`config.mk`:
```
export PLATFORM = sky130hd
export DESIGN_NAME = instr_fetch
export DESIGN_NICKNAME = d
export VERILOG_FILES = /design/src/rtl/cpu_pkg.sv /design/src/rtl/instr_fetch.sv
export SDC_FILE = /design/constraint.sdc
export NUM_CORES = 1
export LEC_CHECK = 0
export BUFFER_PORTS_ARGS = -buffer_cell sky130_fd_sc_hd__buf_2
export CORE_ASPECT_RATIO = 0.7
export CORE_MARGIN = 1.5
export CORE_UTILIZATION = 45
export DETAILED_ROUTE_END_ITERATION = 10
export HOLD_SLACK_MARGIN = 0.15
export PLACE_DENSITY = 0.76
export SYNTH_ARGS = -nofsm -noshare
export SYNTH_HDL_FRONTEND = slang
export SYNTH_SLANG_ARGS = --single-unit
export TNS_END_PERCENT = 30
```
`constraint.sdc`:
```
create_clock -name clk -period 2 [get_ports clk]
set_clock_uncertainty 0.2 [all_clocks]
set_input_delay 0.1 -clock clk [delete_from_list [all_inputs] [get_ports clk]]
set_output_delay 0.1 -clock clk [all_outputs]
set_load 0.05 [all_outputs]
```
`src/rtl/cpu_pkg.sv`:
```
// Shared CPU front-end definitions: reset vector default, NOP encoding and
// the fetch-stage state encoding.
package cpu_pkg;

    localparam logic [31:0] RESET_PC_DEFAULT = 32'h0000_0000;
    localparam logic [31:0] NOP_INSTR        = 32'h0000_0000;

    typedef enum logic {
        ST_RUN  = 1'b0,
        ST_HOLD = 1'b1
    } fetch_state_t;

endpackage

```
`src/rtl/instr_fetch.sv`:
```
// Instruction fetch stage: PC register, instruction memory request and the
// IF/ID slot feeding the decoder.
// Optional build macro INSTR_FETCH_DELAY_SLOT_EN: a redirect keeps the
// same-cycle (or next) fetched instruction as a branch delay slot instead of
// flushing it.
//
// state   | meaning
// --------+-----------------------------------------------------------
// ST_RUN  | slot empty or draining; requesting from instruction memory
// ST_HOLD | slot full and decode stalled; no request issued
module instr_fetch
    import cpu_pkg::*;
#(
    parameter logic [31:0] RESET_PC = RESET_PC_DEFAULT
) (
    input  logic        clk,
    input  logic        rst_n,
    output logic        imem_req,
    output logic [31:0] imem_addr,
    input  logic        imem_ready,
    input  logic [31:0] imem_rdata,
    input  logic        stall,
    input  logic        redirect,
    input  logic [31:0] redirect_pc,
    output logic        if_valid,
    output logic [31:0] if_instr,
    output logic [31:0] if_pc,
    output logic [31:0] if_pc4
);

    fetch_state_t state, state_next;
    logic [31:0]  pc, pc_next, pc_plus4, redirect_tgt;
    logic         slot_held, accept, load_slot, clear_slot;

`ifdef INSTR_FETCH_DELAY_SLOT_EN
    logic         pend_valid, pend_valid_next;
    logic [31:0]  pend_pc, pend_pc_next;
`endif

    assign imem_addr    = pc;
    assign pc_plus4     = pc + 32'd4;
    // Targets are silently word-aligned; there is no misalignment trap.
    assign redirect_tgt = redirect_pc & ~32'h0000_0003;

    // Next-state, request and slot/PC control decisions.
    always_comb begin
        state_next = state;
        imem_req   = (state == ST_RUN);
        // A valid slot under stall cannot take a new word; a response that
        // arrives then is dropped and refetched because PC does not move.
        slot_held  = stall && if_valid;
        accept     = imem_req && imem_ready && !slot_held;
        load_slot  = 1'b0;
        clear_slot = 1'b0;
        pc_next    = pc;

        case (state)
            ST_RUN:  if (!redirect && slot_held) state_next = ST_HOLD;
            ST_HOLD: if (redirect || !stall)     state_next = ST_RUN;
            default: state_next = ST_RUN;
        endcase

`ifdef INSTR_FETCH_DELAY_SLOT_EN
        pend_valid_next = pend_valid;
        pend_pc_next    = pend_pc;
        if (accept) begin
            load_slot       = 1'b1;
            pend_valid_next = 1'b0;
            if (redirect)        pc_next = redirect_tgt;
            else if (pend_valid) pc_next = pend_pc;
            else                 pc_next = pc_plus4;
        end else begin
            if (!slot_held) clear_slot = 1'b1;
            // Newest redirect wins while waiting for the delay-slot fetch.
            if (redirect) begin
                pend_valid_next = 1'b1;
                pend_pc_next    = redirect_tgt;
            end
        end
`else
        if (redirect) begin
            clear_slot = 1'b1;
            pc_next    = redirect_tgt;
        end else if (accept) begin
            load_slot  = 1'b1;
            pc_next    = pc_plus4;
        end else if (!slot_held) begin
            clear_slot = 1'b1;
        end
`endif
    end

    // State, PC and IF/ID slot registers.
    always_ff @(posedge clk or negedge rst_n) begin
        if (!rst_n) begin
            state    <= ST_RUN;
            pc       <= RESET_PC;
            if_valid <= 1'b0;
            if_instr <= NOP_INSTR;
            if_pc    <= 32'h0;
            if_pc4   <= 32'h0;
        end else begin
            state <= state_next;
            pc    <= pc_next;
            if (load_slot) begin
                if_valid <= 1'b1;
                if_instr <= imem_rdata;
                if_pc    <= pc;
                if_pc4   <= pc_plus4;
            end else if (clear_slot) begin
                if_valid <= 1'b0;
            end
        end
    end

`ifdef INSTR_FETCH_DELAY_SLOT_EN
    // Pending redirect target awaiting its delay-slot fetch.
    always_ff @(posedge clk or negedge rst_n) begin
        if (!rst_n) begin
            pend_valid <= 1'b0;
            pend_pc    <= 32'h0;
        end else begin
            pend_valid <= pend_valid_next;
            pend_pc    <= pend_pc_next;
        end
    end
`endif

endmodule

```
== Yosys cells after proc, flatten, opt, wreduce, memory -nomap -nowiden ==
Index checks and enable logic that the tools add are counted.

* Input bits: 69
* Bits in registers: 130
* Output and inout port bits: 130
* Logic and storage cells: 30

* Mux-type cells: 12
* Reduce and logical (&&, ||, !) cells: 10
* Add/sub/neg operators: 1
* Bitwise logic cells: 1

{| class="wikitable"
|+ Operator list
! kind !! number
|-
| 32-bit 2-to-1 mux || 2
|-
| 32-bit by 3-bit adder with 32-bit output (second input constant) || 1
|-
| 1-bit 2-to-1 mux || 9
|-
| 1-bit logical AND || 4
|-
| 2-bit nonzero test || 2
|-
| 1-bit zero test || 3
|-
| 1-bit one-hot mux with 2 select lines || 1
|-
| 1-bit logical OR || 1
|-
| 1-bit inverter || 1
|}

== Logic depth before layout (Yosys ltp) ==
* Word-level depth: 7
* Gate-level depth with buffers: 8
* Gate-level depth less buffers: 6

== Worst setup path after synthesis ==
OpenSTA, ideal clock, no wires.

* Kind: register -> register
* From: register pc[10] (netlist: imem_addr[10])
* To: register if_pc4[27]
* Arrival time: 2.317 ns
* Setup slack: -0.646 ns
* Period minus slack after synthesis: 2.646 ns
* Path buffers: 3
* Required time: 1.671 ns
* Stages on the path, launching flop included: 9
* Library setup time: 0.129 ns
* Cells stage by stage: dfrtp_1 -> buf_4 -> nand4_1 -> or4_4 -> buf_6 -> buf_12 -> nor4_2 -> xnor2_1 -> o21ai_2

* Longest elaborated chain between the ends: 1

{| class="wikitable"
|+ RTL lines
! element !! line !! source
|-
| from (decl) || instr_fetch.sv:32 || <nowiki>logic [31:0] pc, pc_next, pc_plus4, redirect_tgt;</nowiki>
|-
| from (signal assigned) || instr_fetch.sv:104 || <nowiki>pc <= pc_next;</nowiki>
|-
| 32-bit by 3-bit adder with 32-bit output || instr_fetch.sv:41 || <nowiki>assign pc_plus4 = pc + 32'd4;</nowiki>
|-
| to (signal assigned) || instr_fetch.sv:109 || <nowiki>if_pc4 <= pc_plus4;</nowiki>
|-
| to (decl) || instr_fetch.sv:28 || <nowiki>output logic [31:0] if_pc4</nowiki>
|}

Every way passes these cells.
A chain may end at the register's enable or synchronous reset.

== Worst setup path in the final report ==
* From: register pc[8] (netlist: imem_addr[8])
* To: register if_pc4[25]

The elaborated chain is that of the path after synthesis.

==> impl_metrics.toml <==
[status]
status = "complete, but fails checks"
violations = "negative setup slack"

[floorplan]
placementRows = 34
core_sq_um = 12400
initial_core_util_pct = 46.0
die_width_um = 138
die-area_sq_um = 13400
fp.dieH_um = 97.2
io_pins = 199

[sta]
hold_violations = 0
slew_headroom_pct = 65.9
worst_slew_pin_slew_ps = 511
finalSetupViolCount = 19
fin_crit_ps = 2060
rsz0062_at_grt = "yes"
timing.final.ws_setup_ps = -64.9
post-route-period-util_pct = 103
maxSlewViolCount = 0
fmax_mhz = 484

[detailed_routing]
dr.first_iter.drc_count = 270
antenna_left = 0
wl_per_cell_um = 15.3
vias = 5545
drt_first_pass_iters = 4
drt-total-wl_um = 17200
vias_per_cell = 4.92
drc = 0

[synth]
synthesis.area_sq_um = 5700
synthTopCellsByArea = "dfrtp_1 54%, nand2_1 17%, xnor2_1 6.0%"
ys_warn_count = 0
post-synth-top-count-cell = "nand2_1"
synth_edf_count = 0
syn_area_per_cell_sq_um = 8.92
synth_top_cell_area_share_pct = 54.4
syn_inst = 639
yosysUniqueCellTypes = 37
synthArstFlopShare_pct = 100
seq_area_frac_synth_pct = 54.4
synth_commonest_cells = "261 x nand2_1, 124 x dfrtp_1, 49 x o21ai_0"
ys.flop_type = "dfrtp_1"
ys_seq_elements = 124
yosysTopAreaCell = "dfrtp_1"

[worst_setup_path]
max_stage_delay_ps = 620
reg2regPathDepth = 6
worstPathArrival_ps = 2160
crit_slowest_cell = "or4_4"
timing.rr.end = "if_pc4[25]"
cp-end-kind = "flop"
cp_max_fo = 7
critPathKind = "reg2reg"
critical_path.top_delay_family = "simple AND/OR/NAND/NOR gates"
cp-start-kind = "flop"
crit_path_cell_trace = "nand4_4 > or4_4 > clkbuf_16 > nor3_2 > xnor2_1 > o21ai_1"
crit_buf_inv = 1
crit_required_ps = 2100
r2r-start = "imem_addr[8]"
reg2reg_slack_ps = -60

[clock_network]
cts_buffers = 17
clockBufferDepth = 2
htreeDepth = 4
clock_sinks = 124
root_buffer = "clkbuf_16"
tritoncts = "yes"
clk_latency_ps = 420
clkTransAtPathRegs_ps = 60

[cells_and_area]
fillCellCount = 899
syn_to_final_growth_pct = 57.0
n_antenna_cell = 0
final_nets = 1022
fin_area_sq_um = 8950
final_core_utilization_pct = 72.3
drive_gt1_share_pct = 36.5

[pwr]
irDropWorstVdd_uv = 803
power.density_nw_per_um2 = 1020
leakagePower_nw = 4.54

[global_route]
grt_overflow = 0
grt_usage_pct = 26.3
grt_antenna_before_repair = 0
grt_max_degree = 53
grt_pass1_wl_um = 27000
grt_pass1_vias = 5473

[worst_hold_path]
hp-class = "in2reg"
hp-start = "imem_rdata[0]"
whs_path_depth = 4
min_to = "if_instr[0]"

[place]
hpwl_um = 10900
postPlaceCellArea_sq_um = 7380
gp_congestion = 0.806
portBuffers = 190

[flow_run]
drv_cap = 0
[cells by family after synthesis]
| kind of cell | after synthesis | share of synthesized area [%] |
|---|---|---|
| adders and majority gates | 1 | 0.220 |
| buffers and inverters | 54 | 4.68 |
| muxes | 1 | 0.176 |
| xor gates and xnor gates | 57 | 8.76 |
| AOI/OAI and AO/OA | 62 | 5.51 |
| DFF | 124 | 54.4 |
| and+or+nand+nor | 339 | 26.1 |
| other | 1 | 0.0658 |
[layer usage]
layer  share of wire [%]  wire (um)  track usage (%)
met3                 7.1       1220             7.04
met2                  47       8040             41.8
met5                   0          0                0
met1                  44       7650             34.8
met4                 1.8        311             8.91
[layout by cell type, fill, tap and decap left out, types with 7 or more instances in the layout]
cell type and n:
o21ai_0 39, buf_4 57, nor2_1 10, buf_12 7
dfrtp_1 100, nor3_4 9, dfrtp_2 24, nand3_1 12
xor2_1 18, buf_2 189, o21ai_1 21, nor4_4 8
xnor2_1 38, dlygate4sd3_1 83, nand2_1 261, clkbuf_16 18
[per-stage QoR]
step / hold WS, ps / setup TNS [ps] / worst slack (ps) / std cells / power, W
2_1_floorplan: -396 / -17480 / -284 / 644 / 0.00517
3_3_place_gp: -113 / -16.0 / -13.9 / 1009 / 0.00594
3_5_place_dp: -110 / -149 / -47.5 / 1009 / 0.00599
4_1_cts: 190 / -156 / -44.4 / 1124 / 0.00917
5_1_grt: 215 / -2300 / -150 / 1127 / 0.00957
6_report: 210 / -503 / -64.9 / 1127 / 0.00916
[worst reg2reg max path, stage by stage, from the launching register on]
cell,delay (ps)
dfrtp_2,380
nand4_4,130
or4_4,620
clkbuf_16,230
nor3_2,150
xnor2_1,170
o21ai_1,80
[registers in the layout, summed over array words and instances, names as in the netlist]
register   flops
imem_addr     30
if_pc         30
state          1
if_instr      32
if_valid       1
if_pc4        30
[power breakdown]
| group | switching [W] | internal, W | total, W | leakage, nW |
|---|---|---|---|---|
| Clock | 0.00112 | 0.00192 | 0.00304 | 0.277 |
| Combinational | 0.00219 | 0.000781 | 0.00297 | 2.74 |
| Sequential | 0.000236 | 0.00291 | 0.00315 | 1.52 |
| Total | 0.00354 | 0.00561 | 0.00916 | 4.54 |
[how the worst max path moves through the flow]
| stage | startpoint | endpoint | slack (ps) | cells after the start |
|---|---|---|---|---|
| 2_1_floorplan | imem_addr[7] | if_pc4[31] | -280 | 7 |
| 3_3_place_gp | imem_addr[2] | imem_addr[30] | -10 | 7 |
| 3_5_place_dp | imem_addr[3] | imem_addr[30] | -50 | 7 |
| 4_1_cts | imem_addr[10] | if_pc4[31] | -40 | 5 |
| 5_1_grt | imem_addr[8] | if_pc4[31] | -150 | 5 |
| 6_report | imem_addr[8] | if_pc4[25] | -60 | 6 |
[final cells by class]
type                       instances  area, sq um  area share [%]
timing repair buffer             340         2400            26.9
inverter                           3         11.3           0.126
tap                              162          203            2.26
clock buffer                      21          470            5.26
clock inverter                    11          118            1.31
sequential                       124         3130            35.0
multi-input combinational        466         2610            29.2
[what timing repair did]
action                     in CTS  in global routing
hold buffers                   83                  0
hold endpoints to repair      188                  0
setup endpoints to repair      15                 32
gates cloned                    0                  1
pin swaps                       0                  9
buffers inserted                0                  2
resized for setup               5                 24
No activity file was read; power rests on OpenSTA's default activity.
